[config.mk]
export PLATFORM = sky130hd
export DESIGN_NAME = word_serializer
export DESIGN_NICKNAME = d
export VERILOG_FILES = /design/src/rtl/seq_pkg.sv /design/src/rtl/word_serializer.sv
export SDC_FILE = /design/constraint.sdc
export NUM_CORES = 1
export LEC_CHECK = 0
export BUFFER_PORTS_ARGS = -buffer_cell sky130_fd_sc_hd__buf_4
export CAP_MARGIN = 20
export CORE_MARGIN = 5
export CORE_UTILIZATION = 40
export CTS_CLUSTER_SIZE = 30
export DETAILED_ROUTE_END_ITERATION = 12
export SYNTH_ARGS = -nofsm -noshare
export SYNTH_HDL_FRONTEND = slang
export SYNTH_SLANG_ARGS = --single-unit
[constraint.sdc]
create_clock -name clk -period 3.8 [get_ports clk]
set_clock_uncertainty 0.2 [all_clocks]
set_input_delay 0.38 -clock clk [delete_from_list [all_inputs] [get_ports clk]]
set_output_delay 0.38 -clock clk [all_outputs]
set_load 0.01 [all_outputs]
[src/rtl/seq_pkg.sv]
// Shared types and defaults for the bit-stream sequence detector front end.
// Holds the serializer FSM encoding and the default word width.
package seq_pkg;

    typedef enum logic {
        SER_IDLE  = 1'b0,
        SER_SHIFT = 1'b1
    } ser_state_t;

    localparam int SER_DATA_W_DEFAULT = 8;

endpackage

[src/rtl/word_serializer.sv]
// Parallel-to-serial front end: a one-word holding buffer feeds a shifter that
// emits one bit per clk on dout, with IDLE_BIT filler whenever no word is in flight.
module word_serializer
    import seq_pkg::*;
#(
    parameter int DATA_W    = SER_DATA_W_DEFAULT,
    parameter bit MSB_FIRST = 1'b1,
    parameter bit IDLE_BIT  = 1'b0
) (
    input  logic              clk,
    input  logic              resetn,
    input  logic [DATA_W-1:0] in_data,
    input  logic              in_valid,
    output logic              in_ready,
    output logic              dout,
    output logic              dout_active,
    output logic              word_done
);

    localparam int                CNT_W    = $clog2(DATA_W);
    localparam logic [CNT_W-1:0]  CNT_LOAD = CNT_W'(DATA_W - 1);

    ser_state_t        r_state;
    ser_state_t        w_state_nxt;
    logic              r_buf_full;
    logic [DATA_W-1:0] r_buf;
    logic [DATA_W-1:0] r_sh;
    logic [CNT_W-1:0]  r_cnt;
    logic              r_dout;
    logic              r_active;
    logic              r_done;

    logic              w_accept;
    logic              w_load;
    logic              w_shift;
    logic              w_last;
    logic              w_out_bit;
    logic [DATA_W-1:0] w_sh_next;

    // in_ready depends on registered state only, never on in_valid.
    assign in_ready    = !r_buf_full;
    assign w_accept    = in_valid && !r_buf_full;
    assign w_last      = (r_cnt == '0);
    assign w_out_bit   = MSB_FIRST ? r_sh[DATA_W-1] : r_sh[0];
    assign w_sh_next   = MSB_FIRST ? {r_sh[DATA_W-2:0], 1'b0} : {1'b0, r_sh[DATA_W-1:1]};

    assign dout        = r_dout;
    assign dout_active = r_active;
    assign word_done   = r_done;

    always_ff @(posedge clk) begin
        // NOTE: state registers use non-blocking assignment so every flop samples pre-edge values.
        if (!resetn) begin
            r_state <= SER_IDLE;
        end else begin
            r_state <= w_state_nxt;
        end
    end

    always_comb begin
        // NOTE: every output of this block is defaulted first so no path can infer a latch.
        w_state_nxt = r_state;
        w_load      = 1'b0;
        w_shift     = 1'b0;
        case (r_state)
            SER_IDLE: begin
                if (r_buf_full) begin
                    w_load      = 1'b1;
                    w_state_nxt = SER_SHIFT;
                end
            end
            SER_SHIFT: begin
                w_shift = 1'b1;
                // On the last bit, reload straight from the buffer to keep the stream gapless.
                if (w_last) begin
                    if (r_buf_full) begin
                        w_load = 1'b1;
                    end else begin
                        w_state_nxt = SER_IDLE;
                    end
                end
            end
            default: w_state_nxt = SER_IDLE;
        endcase
    end

    always_ff @(posedge clk) begin
        if (!resetn) begin
            r_buf_full <= 1'b0;
            r_dout     <= IDLE_BIT;
            r_active   <= 1'b0;
            r_done     <= 1'b0;
        end else begin
            // Accept requires an empty buffer and load a full one, so they never collide.
            if (w_load) begin
                r_buf_full <= 1'b0;
            end else if (w_accept) begin
                r_buf_full <= 1'b1;
            end

            if (w_shift) begin
                r_dout   <= w_out_bit;
                r_active <= 1'b1;
                r_done   <= w_last;
            end else begin
                r_dout   <= IDLE_BIT;
                r_active <= 1'b0;
                r_done   <= 1'b0;
            end
        end
    end

    // NOTE: payload registers carry no reset; they are only read after a load qualified by reset-cleared flags.
    always_ff @(posedge clk) begin
        if (w_accept) begin
            r_buf <= in_data;
        end

        if (w_load) begin
            r_sh  <= r_buf;
            r_cnt <= CNT_LOAD;
        end else if (w_shift) begin
            r_sh  <= w_sh_next;
            r_cnt <= r_cnt - CNT_W'(1);
        end
    end

endmodule

==> qor.yml <==
ios: 15
cts-root-buf: "clkbuf_4"
synth_top_family_by_area: "multiplexers"
worstHoldStart: "in_data[1]"
yosys-top-cells-area: "edfxtp_1 53%, dfxtp_1 18%, mux2_2 8.7%, ha_1 2.8%, and2_1 2.1%"
post-route-min-period_ns: 1.92
nets: 91
worst_slew_pin_slew_ns: 0.792
seqCellArea_um2: 641
drive_above_1_share_pct: 37.7
clkLatencyLatePin_ns: 0.31
synthTopCellsByCount: "16 x edfxtp_1, 8 x dfxtp_1, 7 x mux2_2"
max_freq_ghz: 0.522
die_y_um: 57.6
synth_edf_count: 16
ant_nets: 0
ir_drop_v: 0.000220
start_kind: "register"
vias: 490
grt_first_pass_wirelength_mm: 2.39
drv_cap: 0
cp_max_fo: 8
synth_top_area_cell: "edfxtp_1"
grt_pass1_vias: 545
synth_flop_cell: "edfxtp_1"
outcome: "complete, no violations"
finalWirelength_mm: 1.38
yosysUniqueCellTypes: 22
antenna_cells: 0
antenna_found_initial: 0
drc_errors: 0
grt.overflow.total: 0
start_util_pct: 41.3
placed_cell_area_um2: 1040
die_area_um2: 3310
worstSetupPathType: "reg -> reg"
clockPowerShare_pct: 31.5
synth.most_common_cell: "edfxtp_1"
p_leak_nw: 0.442
fp.coreArea_um2: 2190
chipWidth_um: 57.6
area_delta_synth_final_pct: 20.5
reg2reg_from: "r_cnt[0]"
tns_ns: 0
synthCells: 60
synth_compound_area_share_pct: 6.78
swShare_pct: 21.3
required_ns: 3.68
wire_per_inst_um: 13.2
cts_tree: "done"
synth_nets: 73
postLayoutCellArea_um2: 1090
maxSlewViolCount: 0
fin_crit_sh_pct: 50.4
synth_top_area_share_pct: 53.1
post_cts_buffers: 0
grt_setup_unrepaired: "false"
power_mw: 0.575
ys_seq_area_share_pct: 70.8
hpwl_um: 986
ys_seq_elements: 24
cts_buffer_depth: 2
globalRouteTotalUtil_pct: 9.69
dr.pass1.iters: 1
synth_area_um2: 905
globalplace.congestion: 0.681
endpoint_kind: "register"
synth_simple_gate_area_share_pct: 8.02
hp-class: "in -> reg"
internal_power_mw: 0.452
relSlewSlack_pct: 47.1
syn_avg_cell_area_um2: 15.1
fp-row-count: 17
multi_input_area_um2: 238
combinationalPowerShare_pct: 11.7
grt_start_max_net_pins: 15
r2r_slack_ns: 1.88
ctsHoldBuffers: 0
numPortBuffers: 14
hold_violations: 0
setup_viol: 0
arrival_ns: 1.79
synth-adder-area-share_pct: 2.77
htree_num_levels: 1
power_density_nw_per_um2: 527
cts_made_buffers: 3
synth_xor_area_share_pct: 0
nFillCells: 207
p_seq_share_pct: 56.8
async_reset_ff_share_pct: 0
yosys-mux-area-fraction_pct: 8.71
path_clk_slew_ns: 0.13
clock-sinks: 24
avgViaCountPerCell: 4.67
power.switching_mw: 0.122
crit_path_start: "r_cnt[0]"
cts.repair.resized: 0
drt_iter0_drc: 0
ys.warnings.count: 0
layout make-up:
| type | count | share of cell area [%] |
|---|---|---|
| Inverter | 5 | 1.72 |
| Clock buffer | 3 | 2.07 |
| Sequential cell | 24 | 58.8 |
| Timing Repair Buffer | 14 | 9.64 |
| Tap cell | 28 | 3.21 |
| Multi-Input combinational cell | 30 | 21.8 |
| Clock inverter | 1 | 2.76 |
logic make-up (layout without fill, tap and decap cells):
family,after synthesis,in the layout
adders and majority gates,2,2
DFF,24,24
AOI/OAI and AO/OA,8,8
buffers and inverters,6,23
and+or+nand+nor,13,13
muxes,7,7
worst max-delay path: stages, from the launching register on:
cell and delay [ns]:
dfxtp_1 0.37, inv_1 0.07, ha_1 0.21, nor2b_2 0.19, o21ai_4 0.27, mux2_2 0.37
registers in the layout (all words and copies together), names as in the netlist:
name	cells
dout_active	1
r_state	1
r_buf	8
word_done	1
r_cnt	3
r_buf_full	1
dout	1
r_sh	8
power groups by stage:
stage	combinational, mW	sequential, mW	clock [mW]
finish	0.0672	0.326	0.181
global route	0.0778	0.331	0.202
CTS	0.0684	0.327	0.187
detailed placement	0.0681	0.332	0
global placement	0.0642	0.331	0
floorplan	0.0494	0.327	0
metal layers:
metal / track usage (%) / vias up / share of wire, % / routed length (um)
met4: 4.97 / 0 / 0.72 / 10
met5: 0 / - / 0 / 0
met2: 15.2 / 6 / 52 / 720
li1: - / 250 / - / -
met1: 12.4 / 232 / 43 / 598
met3: 2.26 / 2 / 3.8 / 53
worst paths after layout:
| path | to | cells past startpoint |
|---|---|---|
| min reg2reg | r_cnt[0] | 1 |
| max reg2reg | r_sh[7] | 5 |
| max | r_sh[7] | 5 |
| min | r_buf[1] | 1 |
per-stage QoR:
step	hold WS (ns)	setup slack, ns	util (%)	cells
global route	0.000273	1.81	49.7	105
floorplan	0.238	2.03	-	60
detailed placement	0.259	1.91	47.3	101
CTS	0.0222	1.88	49.7	105
global placement	0.253	1.94	47.3	101
finish	0.0360	1.88	49.7	105
placed cells by master, fill, tap and decap left out, drive strengths merged:
cell and n:
ha 2, clkbuf 3, buf 14, and2 3, a211oi 1, nand2 1
dfxtp 8, a21o 1, mux2 7, or2 1, bufinv 1, inv 5
a31oi 2, o21ai 2, nor2 2, and3 1, a21oi 1, nor2b 2
edfxtp 16, nor3 3, o21a 1
No activity file was read; power rests on OpenSTA's default activity.
